==> config.mk <==
export PLATFORM = sky130hd
export DESIGN_NAME = lsu_controller
export DESIGN_NICKNAME = d
export VERILOG_FILES = /design/src/rtl/toothless_pkg.sv /design/src/rtl/lsu_align.sv /design/src/rtl/lsu_controller.sv
export SDC_FILE = /design/constraint.sdc
export NUM_CORES = 1
export LEC_CHECK = 0
export ABC_CLOCK_PERIOD_IN_PS = 4400
export BUFFER_PORTS_ARGS = -buffer_cell sky130_fd_sc_hd__buf_2
export CORE_ASPECT_RATIO = 0.75
export CORE_UTILIZATION = 34
export DETAILED_ROUTE_END_ITERATION = 8
export PLACE_DENSITY_LB_ADDON = 0.2
export RECOVER_POWER = 25
export SLEW_MARGIN = 30
export SYNTH_ARGS = -nofsm -noshare
export SYNTH_HDL_FRONTEND = slang
export SYNTH_HIERARCHICAL = 1
export SYNTH_SLANG_ARGS = --single-unit
==> constraint.sdc <==
create_clock -name clk -period 4.4 [get_ports clk]
set_clock_uncertainty 0.15 [all_clocks]
set_input_delay 0.88 -clock clk [delete_from_list [all_inputs] [get_ports clk]]
set_output_delay 0.88 -clock clk [all_outputs]
set_load 0.02 [all_outputs]
==> src/rtl/toothless_pkg.sv <==
// Shared types for the toothless core load/store path.
//   data_type_e   : access size encoding from decode (2'b11 is illegal).
//   lsu_state_e   : load/store unit sequencing states.
//   LSU_BE_*      : byte-enable patterns before lane shifting.
//   is_misaligned : true when an access cannot be issued as a single bus beat.
package toothless_pkg;

  typedef enum logic [1:0] {
    DT_BYTE = 2'b00,
    DT_HALF = 2'b01,
    DT_WORD = 2'b10
  } data_type_e;

  typedef enum logic [1:0] {
    LSU_IDLE        = 2'b00,
    LSU_WAIT_GNT    = 2'b01,
    LSU_WAIT_RVALID = 2'b10
  } lsu_state_e;

  localparam logic [3:0] LSU_BE_BYTE = 4'b0001;
  localparam logic [3:0] LSU_BE_HALF = 4'b0011;
  localparam logic [3:0] LSU_BE_WORD = 4'b1111;

  // The unused type encoding is folded into "misaligned" so it takes the
  // same error path and never reaches the bus.
  function automatic logic is_misaligned(input logic [1:0] dtype,
                                         input logic [1:0] addr_lo);
    case (dtype)
      DT_BYTE: return 1'b0;
      DT_HALF: return addr_lo[0];
      DT_WORD: return addr_lo != 2'b00;
      default: return 1'b1;
    endcase
  endfunction

endpackage

==> src/rtl/lsu_align.sv <==
// Combinational byte-lane steering for the load/store unit (32-bit bus).
//   req_type/req_offset/req_wdata -> req_be, req_wdata_lanes (store side)
//   rsp_type/rsp_offset/rsp_sign_ext/rsp_rdata_raw -> rsp_rdata (load side)
module lsu_align
  import toothless_pkg::*;
(
  input  logic [1:0]  req_type,
  input  logic [1:0]  req_offset,
  input  logic [31:0] req_wdata,
  output logic [3:0]  req_be,
  output logic [31:0] req_wdata_lanes,
  input  logic [1:0]  rsp_type,
  input  logic [1:0]  rsp_offset,
  input  logic        rsp_sign_ext,
  input  logic [31:0] rsp_rdata_raw,
  output logic [31:0] rsp_rdata
);

  logic [7:0]  rsp_byte;
  logic [15:0] rsp_half;

  assign rsp_byte = rsp_rdata_raw[{rsp_offset, 3'b000} +: 8];
  assign rsp_half = rsp_rdata_raw[{rsp_offset[1], 4'b0000} +: 16];

  always_comb begin
    // NOTE: every output gets a default before the case so no path leaves
    // it unassigned, which would otherwise infer a latch.
    req_be          = 4'b0000;
    req_wdata_lanes = req_wdata;
    case (req_type)
      DT_BYTE: begin
        req_be          = LSU_BE_BYTE << req_offset;
        req_wdata_lanes = {4{req_wdata[7:0]}};
      end
      DT_HALF: begin
        req_be          = LSU_BE_HALF << {req_offset[1], 1'b0};
        req_wdata_lanes = {2{req_wdata[15:0]}};
      end
      DT_WORD: req_be = LSU_BE_WORD;
      default: req_be = 4'b0000;
    endcase
  end

  always_comb begin
    rsp_rdata = rsp_rdata_raw;
    case (rsp_type)
      DT_BYTE: rsp_rdata = {{24{rsp_sign_ext & rsp_byte[7]}}, rsp_byte};
      DT_HALF: rsp_rdata = {{16{rsp_sign_ext & rsp_half[15]}}, rsp_half};
      default: rsp_rdata = rsp_rdata_raw;
    endcase
  end

endmodule

==> src/rtl/lsu_controller.sv <==
// Load/store unit controller: sequences one OBI-style data access per
// decoded LOAD/STORE and stalls the pipeline until it completes.
//   decode side : data_req_i, data_we_i, data_type_i, data_sign_ext_i,
//                 addr_i, wdata_i -> stall_o, rvalid_o, rdata_o, err_o
//   bus side    : mem_req_o, mem_addr_o, mem_we_o, mem_be_o, mem_wdata_o
//                 <- mem_gnt_i, mem_rvalid_i, mem_rdata_i
// Optional macro LSU_TIMEOUT_EN adds a bus watchdog of TIMEOUT_CYCLES.
// Byte-lane logic assumes DATA_WIDTH = 32.
module lsu_controller
  import toothless_pkg::*;
#(
  parameter int unsigned DATA_WIDTH     = 32,
  parameter int unsigned TIMEOUT_CYCLES = 64
) (
  input  logic                  clk,
  input  logic                  rst,
  input  logic                  data_req_i,
  input  logic                  data_we_i,
  input  logic [1:0]            data_type_i,
  input  logic                  data_sign_ext_i,
  input  logic [DATA_WIDTH-1:0] addr_i,
  input  logic [DATA_WIDTH-1:0] wdata_i,
  output logic                  stall_o,
  output logic                  rvalid_o,
  output logic [DATA_WIDTH-1:0] rdata_o,
  output logic                  err_o,
  output logic                  mem_req_o,
  input  logic                  mem_gnt_i,
  output logic [DATA_WIDTH-1:0] mem_addr_o,
  output logic                  mem_we_o,
  output logic [3:0]            mem_be_o,
  output logic [DATA_WIDTH-1:0] mem_wdata_o,
  input  logic                  mem_rvalid_i,
  input  logic [DATA_WIDTH-1:0] mem_rdata_i
);

  lsu_state_e            state_q;
  logic [DATA_WIDTH-1:0] addr_q;
  logic [1:0]            type_q;
  logic                  sign_ext_q;
  logic [3:0]            be_next;
  logic [DATA_WIDTH-1:0] wdata_next;
  logic [DATA_WIDTH-1:0] rdata_ext;
  logic                  misaligned;
  logic                  accept;
  logic                  timeout_hit;

  lsu_align u_align (
    .req_type        (data_type_i),
    .req_offset      (addr_i[1:0]),
    .req_wdata       (wdata_i),
    .req_be          (be_next),
    .req_wdata_lanes (wdata_next),
    .rsp_type        (type_q),
    .rsp_offset      (addr_q[1:0]),
    .rsp_sign_ext    (sign_ext_q),
    .rsp_rdata_raw   (mem_rdata_i),
    .rsp_rdata       (rdata_ext)
  );

  assign misaligned = is_misaligned(data_type_i, addr_i[1:0]);

  // In the err_o cycle upstream still presents the faulting instruction
  // (it is about to advance), so it must not be accepted a second time.
  assign accept = (state_q == LSU_IDLE) && data_req_i && !err_o;

`ifdef LSU_TIMEOUT_EN
  localparam int unsigned WD_W = $clog2(TIMEOUT_CYCLES + 1);

  logic [WD_W-1:0] wd_q;
  logic            leave_wait;

  assign timeout_hit = (state_q != LSU_IDLE) && (wd_q == WD_W'(TIMEOUT_CYCLES - 1));
  assign leave_wait  = ((state_q == LSU_WAIT_GNT) && mem_gnt_i)
                    || ((state_q == LSU_WAIT_RVALID) && mem_rvalid_i)
                    || timeout_hit;

  // Counts cycles spent in the current wait state; restarts on each change.
  always_ff @(posedge clk or posedge rst) begin
    if (rst)                                  wd_q <= '0;
    else if (state_q == LSU_IDLE || leave_wait) wd_q <= '0;
    else                                      wd_q <= wd_q + 1'b1;
  end
`else
  assign timeout_hit = 1'b0;
`endif

  // NOTE: state is updated with non-blocking assignments so every register
  // samples the pre-edge values regardless of statement order.
  always_ff @(posedge clk or posedge rst) begin
    if (rst) begin
      state_q     <= LSU_IDLE;
      addr_q      <= '0;
      type_q      <= 2'b00;
      sign_ext_q  <= 1'b0;
      err_o       <= 1'b0;
      mem_req_o   <= 1'b0;
      mem_we_o    <= 1'b0;
      mem_be_o    <= 4'b0000;
      mem_wdata_o <= '0;
    end else begin
      err_o <= 1'b0;
      case (state_q)
        LSU_IDLE: begin
          if (accept) begin
            if (misaligned) begin
              err_o <= 1'b1;
            end else begin
              addr_q      <= addr_i;
              type_q      <= data_type_i;
              sign_ext_q  <= data_sign_ext_i;
              mem_we_o    <= data_we_i;
              mem_be_o    <= be_next;
              mem_wdata_o <= wdata_next;
              mem_req_o   <= 1'b1;
              state_q     <= LSU_WAIT_GNT;
            end
          end
        end
        LSU_WAIT_GNT: begin
          if (mem_gnt_i) begin
            mem_req_o <= 1'b0;
            state_q   <= LSU_WAIT_RVALID;
          end else if (timeout_hit) begin
            mem_req_o <= 1'b0;
            err_o     <= 1'b1;
            state_q   <= LSU_IDLE;
          end
        end
        LSU_WAIT_RVALID: begin
          if (mem_rvalid_i) begin
            state_q <= LSU_IDLE;
          end else if (timeout_hit) begin
            err_o   <= 1'b1;
            state_q <= LSU_IDLE;
          end
        end
        default: begin
          mem_req_o <= 1'b0;
          state_q   <= LSU_IDLE;
        end
      endcase
    end
  end

  assign mem_addr_o = {addr_q[DATA_WIDTH-1:2], 2'b00};

  // Response data is forwarded combinationally in its arrival cycle so the
  // register-file write and pipeline release happen together.
  assign rvalid_o = (state_q == LSU_WAIT_RVALID) && mem_rvalid_i && !mem_we_o;
  assign rdata_o  = rvalid_o ? rdata_ext : '0;

  // Gated by rst so the pipeline sees no stall while reset is held, even if
  // decode still presents a request.
  assign stall_o = !rst && (accept
                         || (state_q == LSU_WAIT_GNT)
                         || ((state_q == LSU_WAIT_RVALID) && !mem_rvalid_i));

endmodule

==> results of run 1 <==
cells in the mapped netlist, drive strengths merged:
library cell  number  area (um2)
a211o              1        8.76
a21oi             12        60.1
a221oi             1        8.76
a2bb2oi            2        17.5
a31oi              1        6.26
a32oi              1        27.5
and2              32         200
and3b              1        8.76
buf               58         509
clkbuf            10        37.5
conb               1        3.75
dfrtp             76        1900
inv                7        26.3
mux2              91        1250
mux2i             24         240
nand2             31         116
nand2b             3        18.8
nor2               3        13.8
nor2b             14        87.6
nor3               2        10.0
nor4bb             1        10.0
o21a               2        15.0
o21ai             28         174
o21bai             1        18.8
o221ai             6        52.6
o22a               6        52.6
o22ai              2        32.5
o2bb2a             1        10.0
o2bb2ai            1        8.76
or2                1        6.26
or2b               1        7.51
or3b               1        8.76
or4b               1        13.8
worst max-delay path: stages (launching register included):
cell and delay, ns:
dfrtp_1 0.50, nor2b_1 0.78, o21a_1 0.39, o2bb2a_1 0.20, and2_1 0.12, buf_2 0.16
per-layer routing:
layer	GRT usage [%]	vias up	share of wire, %
met1	21.9	1766	47
li1	-	1743	-
met3	5.27	18	6.5
met5	0	-	0
met2	24.4	125	44
met4	5.38	0	1.8
sequential cells by signal, indices dropped and copies added (netlist names):
name and cells:
addr_q 32, mem_wdata_o 32, mem_be_o 4, state_q 2, type_q 2, err_o 1
mem_req_o 1, mem_we_o 1, sign_ext_q 1
power breakdown:
group	switching, mW	internal [mW]
clock	0.317	0.390
sequential	0.232	1.05
combinational	1.12	0.970
cells by family after synthesis:
group / Yosys count
other cells: 1
simple gates: 91
buf+inv: 75
compound gates: 65
flops: 76
mux: 115
cell usage in the layout, fill, tap and decap left out, drive strengths merged, types with 12 or more instances in the layout:
master,netlist,layout
dfrtp,76,76
o21ai,28,28
mux2,91,91
mux2i,24,24
buf,58,210
nor2b,14,14
a21oi,12,12
clkbuf,10,12
nand2,31,31
and2,32,32
cell type report:
| cell class | count | area [um2] | share of cell area, % |
|---|---|---|---|
| Timing Repair Buffer | 213 | 1070 | 17.8 |
| Multi-Input combinational cell | 273 | 2500 | 41.5 |
| Sequential cell | 76 | 1900 | 31.5 |
| Tap cell | 195 | 244 | 4.04 |
| Clock buffer | 9 | 225 | 3.73 |
| Inverter | 7 | 27.5 | 0.456 |
| Clock inverter | 7 | 60.1 | 0.995 |
final timing paths:
check / start / end / slack [ns]
max in group asynchronous: rst / mem_wdata_o[12]$_DFFE_PP0P_ / 1.30
worst min register to register: mem_req_o$_DFFE_PP0P_ / mem_req_o$_DFFE_PP0P_ / 0.32
min in group asynchronous: rst / state_q[0]$_DFFE_PP0P_ / 1.11
worst min-delay path: mem_req_o$_DFFE_PP0P_ / mem_req_o$_DFFE_PP0P_ / 0.32
worst max-delay path: type_q[0]$_DFFE_PP0P_ / rdata_o[6] / 0.88
worst max register to register: state_q[0]$_DFFE_PP0P_ / addr_q[17]$_DFFE_PP0P_ / 2.15
per-stage QoR:
stage / area (um2) / util [%]
after floorplan: 4960 / -
after global placement: 5760 / 41.2
after detailed placement: 5760 / 41.2
after CTS: 6050 / 43.3
after global routing: 6040 / 43.2
final: 6040 / 43.2
==> key figures, run 1 <==
Die
  – Die H: 107 um
  – Floorplan row count: 37
  – Die Area: 15100 um2
  – Core Box Area: 14000 um2
  – Die Wd: 141 um
  – Initial core utilization: 35.5%
  – IO Count: 210

Synth
  – Avg Cell Area, Syn: 11.7 um2
  – Post-synthesis adder-cell area fraction: 0%
  – Seq/Total Area, Yosys: 38.3%
  – Largest family of logic cells by synthesized area: multiplexers
  – Xor/xnor share of the synthesized area: 0%
  – #FFs+latches synth: 76
  – Synth warn: 6
  – Mux contribution to synthesized area: 30.0%
  – Simple-gate share of the synthesized area: 10.1%
  – Complex-gate fraction of the synthesized area: 9.94%
  – Synthesized instance count: 423
  – Distinct cells, synth: 41
  – Synthesized area: 4960 um2

Cells and area
  – Nets@finish: 685
  – Ratio of cells with drive above 1 in the final layout: 57.4%
  – Fill count: 1399
  – Final Non-Filler Cells: 780
  – Area delta synth->final: 21.7%
  – N_diodes: 0

Min path
  – Worst hold path depth: 2
  – Worst Hold Class: flip-flop to flip-flop

Global routing
  – Pin count of the biggest net entering global routing: 60
  – Antenna violations before repair: 0
  – GRT Total Usage: 16.2%
  – First-pass GRT wire length: 19.1 mm
  – Vias in the first global route: 3604
  – Grt ovf: 0

Timing
  – Max Fclk: 284 MHz
  – Unrepaired setup endpoints after global routing: no
  – Endpoints failing setup: 0
  – Final hold viol count: 0
  – Tightest Pin Transition: 2.60 ns
  – Worst Slack Setup Final: 0.883 ns
  – Final slew viol count: 60
  – Post-layout min period: 3.52 ns
  – Max-slew headroom: -74.5%
  – Final worst-path cycle share: 79.9%
  – Final Hold Slack: 0.324 ns
  – Setup TNS Final: 0 ns

Clock network
  – Cts repair resizes: 0
  – Worst skew pair latency: 0.34 ns
  – TritonCTS Buffers: 9
  – Hold Buf Count CTS: 0
  – Root buffer cell: clkbuf_16
  – Clk sink count: 76
  – CTS tree: built
  – Clock Tree Buf Depth: 2
  – CTS clk-pin slew, worst paths: 0.06 ns
  – H-tree depth: 3
  – Post-CTS setup repair buffer count: 0

Route
  – Avg WL per Cell: 15.6 um
  – Routed WL: 12.1 mm
  – Vias: 3652
  – Drt pass-1 iters: 4
  – Vias per cell: 4.68
  – Number of DRC markers in iteration 0: 128
  – DRC Markers: 0
  – Antenna viol nets, final: 0

Outcome
  – Outcome: finished with violations
  – Violated checks: capacitance limit, slew limit

Placement
  – DPL Wire Length: 8.90 mm
  – Place WS: 1.01 ns
  – Number of I/O port buffers: 207
  – Placed cells: 764
  – RePlAce Congestion: 0.890

Setup path
  – R2R cell count: 4
  – Critical Path Start Type: flip-flop
  – Critical path required time: 3.37 ns
  – Setup Crit Path Kind: flip-flop to output port
  – Critical path endpoint category: output port
  – Worst Path Arrival: 2.49 ns
  – Crit Path Max Fanout: 10

Power and ir drop
  – Static leakage: 3.13 nW
  – Total power draw: 4.07 mW
  – Max VDD drop: 283 uV
  – Pwr dens: 675 nW/um2

Job
  – Max_cap viols: 1
No activity file was read; power rests on OpenSTA's default activity.
==> inputs of run 2 (changes only) <==
--- a/config.mk
+++ b/config.mk
@@ -5,7 +5,7 @@
 export SDC_FILE = /design/constraint.sdc
 export NUM_CORES = 1
 export LEC_CHECK = 0
-export ABC_CLOCK_PERIOD_IN_PS = 4400
+export ABC_CLOCK_PERIOD_IN_PS = 3600
 export BUFFER_PORTS_ARGS = -buffer_cell sky130_fd_sc_hd__buf_2
 export CORE_ASPECT_RATIO = 0.75
 export CORE_UTILIZATION = 34
==> constraint.sdc (replaced) <==
create_clock -name clk -period 3.6 [get_ports clk]
set_clock_uncertainty 0.15 [all_clocks]
set_input_delay 0.72 -clock clk [delete_from_list [all_inputs] [get_ports clk]]
set_output_delay 0.72 -clock clk [all_outputs]
set_load 0.02 [all_outputs]
==> key figures, run 2 (synthesis results as in run 1) <==
Power and ir drop
  – Max VDD drop: 358 uV (was 283 uV)
  – Total power draw: 5.12 mW (was 4.07 mW)
  – Comb power frac: 50.2% (was 51.3%)
  – Static leakage: 3.19 nW (was 3.13 nW)
  – Pwr dens: 836 nW/um2 (was 675 nW/um2)
  – Clock Power Share: 18.9% (was 17.4%)
  – Sw frac: 39.6% (was 40.9%)
  – Internal power: 3.09 mW (was 2.41 mW)
  – Power share of the sequential group: 30.9% (was 31.4%)
  – P_sw: 2.03 mW (was 1.67 mW)

Clock network
  – Worst skew pair latency: 0.33 ns (was 0.34 ns)
  – TritonCTS Buffers: 9 (unchanged)
  – H-tree depth: 3 (unchanged)
  – Clk sink count: 76 (unchanged)
  – Cts repair resizes: 0 (unchanged)
  – Root buffer cell: clkbuf_16 (unchanged)
  – Post-CTS setup repair buffer count: 0 (unchanged)
  – CTS clk-pin slew, worst paths: 0.06 ns (about the same)
  – CTS tree: built (unchanged)
  – Clock Tree Buf Depth: 2 (unchanged)
  – Hold Buf Count CTS: 0 (unchanged)

Min path
  – Worst Hold Class: flip-flop to flip-flop (unchanged)

Setup path
  – Critical Path Start Type: flip-flop (unchanged)
  – Critical path endpoint category: output port (unchanged)
  – Worst Path Arrival: 2.25 ns (was 2.49 ns)
  – Crit Path Max Fanout: 17 (was 10)
  – Setup Crit Path Kind: flip-flop to output port (unchanged)
  – Critical path required time: 2.73 ns (was 3.37 ns)

Timing
  – Tightest Pin Transition: 2.35 ns (was 2.60 ns)
  – Setup TNS Final: 0 ns (unchanged)
  – Endpoints failing setup: 0 (unchanged)
  – Final hold viol count: 0 (unchanged)
  – Unrepaired setup endpoints after global routing: no (unchanged)
  – Post-layout min period: 3.12 ns
  – Final slew viol count: 63 (was 60)
  – Max-slew headroom: -56.9% (was -74.5%)
  – Final Hold Slack: 0.330 ns (was 0.324 ns)
  – Max Fclk: 321 MHz
  – Final worst-path cycle share: 86.6%

Global routing
  – First-pass GRT wire length: 19.6 mm (was 19.1 mm)
  – GRT Total Usage: 16.6% (was 16.2%)
  – Antenna violations before repair: 0 (unchanged)
  – Vias in the first global route: 3677 (was 3604)
  – Grt ovf: 0 (unchanged)
  – Pin count of the biggest net entering global routing: 63 (was 60)

Die
  – Core Box Area: 14000 um2 (unchanged)
  – Floorplan row count: 37 (unchanged)
  – Initial core utilization: 35.5% (unchanged)
  – Die H: 107 um (unchanged)
  – Die Area: 15100 um2 (unchanged)
  – IO Count: 210 (unchanged)
  – Die Wd: 141 um (unchanged)

Cells and area
  – Nets@finish: 689 (was 685)
  – Top Registers: addr_q (32), mem_wdata_o (32), mem_be_o (4) (unchanged)
  – Ratio of cells with drive above 1 in the final layout: 57.6% (was 57.4%)
  – Commonest cells after routing, fill and taps aside: buf_2 (206), dfrtp_1 (76), mux2_4 (59), and2_1 (32), mux2_2 (32) (was buf_2 (205), dfrtp_1 (76), mux2_4 (59), and2_1 (32), mux2_2 (32))
  – Final Core Density: 43.8% (was 43.2%)
  – Commonest non-fill, non-tap cell in the layout: buf_2 (unchanged)
  – Area delta synth->final: 23.5% (was 21.7%)
  – Final Non-Filler Cells: 785 (was 780)

Route
  – Number of DRC markers in iteration 0: 154 (was 128)
  – Antenna viol nets, final: 0 (unchanged)
  – Routed WL: 12.4 mm (was 12.1 mm)
  – Drt pass-1 iters: 4 (unchanged)
  – Avg WL per Cell: 15.9 um (was 15.6 um)
  – Vias per cell: 4.67 (was 4.68)
  – Vias: 3669 (was 3652)
  – DRC Markers: 0 (unchanged)

Placement
  – Placed cells: 768 (was 764)
  – DPL Wire Length: 9.25 mm (was 8.90 mm)
  – RePlAce Congestion: 0.848 (was 0.890)
  – Number of I/O port buffers: 207 (unchanged)

Outcome
  – Violated checks: capacitance limit, slew limit (unchanged)
  – Outcome: finished with violations (unchanged)

Job
  – Max_cap viols: 1 (unchanged)
-- run 2: final cells by class --
cell class | count | area [um2]
Inverter | 7 | 26.3
Clock buffer | 10 | 229
Timing Repair Buffer | 217 | 1130
Clock inverter | 6 | 88.8
Tap cell | 195 | 244
Sequential cell | 76 | 1900
Multi-Input combinational cell | 273 | 2500
Antenna cell | 1 | 2.50
Fill cell | 1381 | 7850
-- run 2: through the flow --
step | instance area [um2] | setup slack, ns
2_1_floorplan | 4960 | 0.792
3_3_place_gp | 5810 | 0.586
3_5_place_dp | 5820 | 0.523
4_1_cts | 6130 | 0.458
5_1_grt | 6120 | 0.333
6_report | 6130 | 0.483
-- run 2: metal layers --
metal	share of wire, %	up-vias	global-route usage, %
met5	0	-	0
met4	0.88	0	3.84
met3	6.6	8	4.78
met2	46	124	25.7
met1	46	1785	22.8
li1	-	1752	-
-- run 2: worst paths after layout --
| check | from | endpoint | slack (ns) | cells past startpoint |
|---|---|---|---|---|
| max in group asynchronous | rst | mem_wdata_o[9]$_DFFE_PP0P_ | 0.90 | 2 |
| worst max-delay path | addr_q[1]$_DFFE_PP0P_ | rdata_o[31] | 0.48 | 5 |
| min in group asynchronous | rst | mem_wdata_o[30]$_DFFE_PP0P_ | 1.06 | 2 |
| worst min register to register | mem_req_o$_DFFE_PP0P_ | mem_req_o$_DFFE_PP0P_ | 0.33 | 2 |
| worst min-delay path | mem_req_o$_DFFE_PP0P_ | mem_req_o$_DFFE_PP0P_ | 0.33 | 2 |
| worst max register to register | state_q[0]$_DFFE_PP0P_ | addr_q[17]$_DFFE_PP0P_ | 1.37 | 4 |
-- run 2: worst max-delay path, cell delays in order, from the launching register on --
cell and delay [ns]:
dfrtp_1 0.54, or2_2 0.37, o22ai_4 0.47, o21ai_0 0.21
and2_1 0.17, buf_2 0.15
-- run 2: power by group through the flow --
stage | Combinational [mW] | Clock [mW] | Sequential, mW
2_1_floorplan | 1.94 | 0 | 1.77
3_3_place_gp | 2.56 | 0 | 1.57
3_5_place_dp | 2.59 | 0 | 1.58
4_1_cts | 2.59 | 0.995 | 1.58
6_report | 2.57 | 0.967 | 1.58
5_1_grt | 2.76 | 1.03 | 1.65
==> inputs of run 3 (changes only) <==
--- a/config.mk
+++ b/config.mk
@@ -8,6 +8,7 @@
 export ABC_CLOCK_PERIOD_IN_PS = 3600
 export BUFFER_PORTS_ARGS = -buffer_cell sky130_fd_sc_hd__buf_2
 export CORE_ASPECT_RATIO = 0.75
+export CORE_MARGIN = 5
 export CORE_UTILIZATION = 34
 export DETAILED_ROUTE_END_ITERATION = 8
 export PLACE_DENSITY_LB_ADDON = 0.2
==> key figures, run 3 (synthesis results as in run 1) <==
Outcome
  – Outcome: finished with violations (unchanged)
  – Violated checks: capacitance limit, slew limit (unchanged)

Min path
  – HP Start: mem_req_o$_DFFE_PP0P_ (unchanged)
  – Worst Hold Class: flip-flop to flip-flop (unchanged)

Clock network
  – Hold Buf Count CTS: 0 (unchanged)
  – TritonCTS Buffers: 9 (unchanged)
  – Post-CTS setup repair buffer count: 0 (unchanged)
  – Worst skew pair latency: 0.32 ns (was 0.33 ns)
  – Clock Tree Buf Depth: 2 (unchanged)
  – H-tree depth: 3 (unchanged)
  – Clk sink count: 76 (unchanged)
  – Cts repair resizes: 0 (unchanged)
  – CTS tree: built (unchanged)
  – Root buffer cell: clkbuf_16 (unchanged)
  – CTS clk-pin slew, worst paths: 0.06 ns (about the same)

Power and ir drop
  – Comb power frac: 50.4% (was 50.2%)
  – Internal power: 3.08 mW (was 3.09 mW)
  – Max VDD drop: 312 uV (was 358 uV)
  – Power share of the sequential group: 30.7% (was 30.9%)
  – Static leakage: 3.17 nW (was 3.19 nW)
  – P_sw: 2.02 mW (was 2.03 mW)
  – Pwr dens: 835 nW/um2 (was 836 nW/um2)
  – Sw frac: 39.7% (was 39.6%)
  – Clock Power Share: 18.9% (about the same)

Route
  – DRC Markers: 0 (unchanged)
  – Vias: 3616 (was 3669)
  – Avg WL per Cell: 16.3 um (was 15.9 um)
  – Number of DRC markers in iteration 0: 152 (was 154)
  – Drt pass-1 iters: 4 (unchanged)
  – Vias per cell: 4.59 (was 4.67)
  – Routed WL: 12.9 mm (was 12.4 mm)
  – Antenna viol nets, final: 0 (unchanged)

Global routing
  – Grt ovf: 0 (unchanged)
  – Antenna violations before repair: 1 (was 0)
  – Vias in the first global route: 3695 (was 3677)
  – Pin count of the biggest net entering global routing: 57 (was 63)
  – First-pass GRT wire length: 20.0 mm (was 19.6 mm)
  – GRT Total Usage: 14.7% (was 16.6%)

Job
  – Max_cap viols: 1 (unchanged)

Cells and area
  – Commonest non-fill, non-tap cell in the layout: buf_2 (unchanged)
  – Area of the multi-input gates: 2500 um2 (unchanged)
  – Commonest cells after routing, fill and taps aside: buf_2 (205), dfrtp_1 (76), mux2_4 (59), and2_1 (32), mux2_2 (32) (was buf_2 (206), dfrtp_1 (76), mux2_4 (59), and2_1 (32), mux2_2 (32))
  – Top Registers: addr_q (32), mem_wdata_o (32), mem_be_o (4) (unchanged)
  – Sequential standard cell area: 1900 um2 (unchanged)
  – Fill count: 1428 (was 1381)
  – Nets@finish: 688 (was 689)
  – Final Core Density: 42.4% (was 43.8%)
  – Ratio of cells with drive above 1 in the final layout: 57.4% (was 57.6%)
  – Area delta synth->final: 23.1% (was 23.5%)

Die
  – Core Box Area: 14400 um2 (was 14000 um2)
  – Floorplan row count: 38 (was 37)
  – Die H: 115 um (was 107 um)
  – Initial core utilization: 34.4% (was 35.5%)
  – Die Wd: 149 um (was 141 um)
  – Die Area: 17100 um2 (was 15100 um2)
  – IO Count: 210 (unchanged)

Timing
  – Final slew viol count: 33 (was 63)
  – Max Fclk: 314 MHz (was 321 MHz)
  – Unrepaired setup endpoints after global routing: no (unchanged)
  – Max-slew headroom: -14.1% (was -56.9%)
  – Worst Slack Setup Final: 0.415 ns (was 0.483 ns)
  – Final Hold Slack: 0.338 ns (was 0.330 ns)
  – Final worst-path cycle share: 88.5% (was 86.6%)
  – Endpoints failing setup: 0 (unchanged)
  – Final hold viol count: 0 (unchanged)
  – Tightest Pin Transition: 1.71 ns (was 2.35 ns)
  – Setup TNS Final: 0 ns (unchanged)
  – Post-layout min period: 3.19 ns (was 3.12 ns)

Setup path
  – Critical path launch point: addr_q[1]$_DFFE_PP0P_ (unchanged)
  – Setup Crit Path Kind: flip-flop to output port (unchanged)
  – Critical path endpoint category: output port (unchanged)
  – Worst Path Arrival: 2.32 ns (was 2.25 ns)
  – Reg2reg start: state_q[0]$_DFFE_PP0P_ (unchanged)
  – Crit Path Max Fanout: 21 (was 17)
  – Critical Path Start Type: flip-flop (unchanged)
  – Critical path required time: 2.73 ns (about the same)

Placement
  – Number of I/O port buffers: 207 (unchanged)
  – DPL Wire Length: 9.76 mm (was 9.25 mm)
  – RePlAce Congestion: 0.868 (was 0.848)
  – Place WS: 0.560 ns (was 0.523 ns)
run 3: routing by layer:
layer / track usage, % / up-vias / share of wire (%)
met1: 20.1 / 1732 / 46
met3: 5.58 / 15 / 8.3
met2: 22.2 / 120 / 45
met5: 0 / - / 0
met4: 3.48 / 0 / 1.4
li1: - / 1749 / -
run 3: area by class of cell:
cell class	count	area share (%)
multi-input cells	273	41.0
inverters	7	0.451
flip-flops and latches	76	31.1
clock inverters	6	1.45
well taps	200	4.10
repair buffers	216	18.1
diodes	1	0.0410
clock buffers	9	3.69
run 3: metrics by stage:
stage	cells	cell area, um2	total power [mW]
floorplan	424	4960	3.70
global placement	772	5800	4.14
detailed placement	772	5800	4.17
CTS	787	6110	5.17
global route	788	6110	5.43
finish	788	6110	5.10
run 3: power by group through the flow:
stage	combinational [mW]	clock [mW]	sequential, mW
final	2.57	0.963	1.57
after global routing	2.77	1.04	1.63
after CTS	2.60	0.999	1.57
after detailed placement	2.60	0	1.57
after global placement	2.58	0	1.56
after floorplan	1.94	0	1.77
run 3: final timing paths:
| check | to | slack [ns] | cells after the start |
|---|---|---|---|
| setup / recovery | rdata_o[10] | 0.41 | 6 |
| hold / removal | mem_req_o$_DFFE_PP0P_ | 0.34 | 2 |
| setup reg to reg | addr_q[28]$_DFFE_PP0P_ | 1.24 | 4 |
| hold reg to reg | mem_req_o$_DFFE_PP0P_ | 0.34 | 2 |
| max in group asynchronous | addr_q[29]$_DFFE_PP0P_ | 0.82 | 3 |
| min in group asynchronous | addr_q[23]$_DFFE_PP0P_ | 0.42 | 2 |
run 3: worst max-delay path: stages (launching register included):
cell	delay, ns
dfrtp_1	0.53
buf_4	0.33
nor2b_1	0.50
a21oi_1	0.15
o221ai_1	0.17
and2_1	0.15
buf_2	0.16
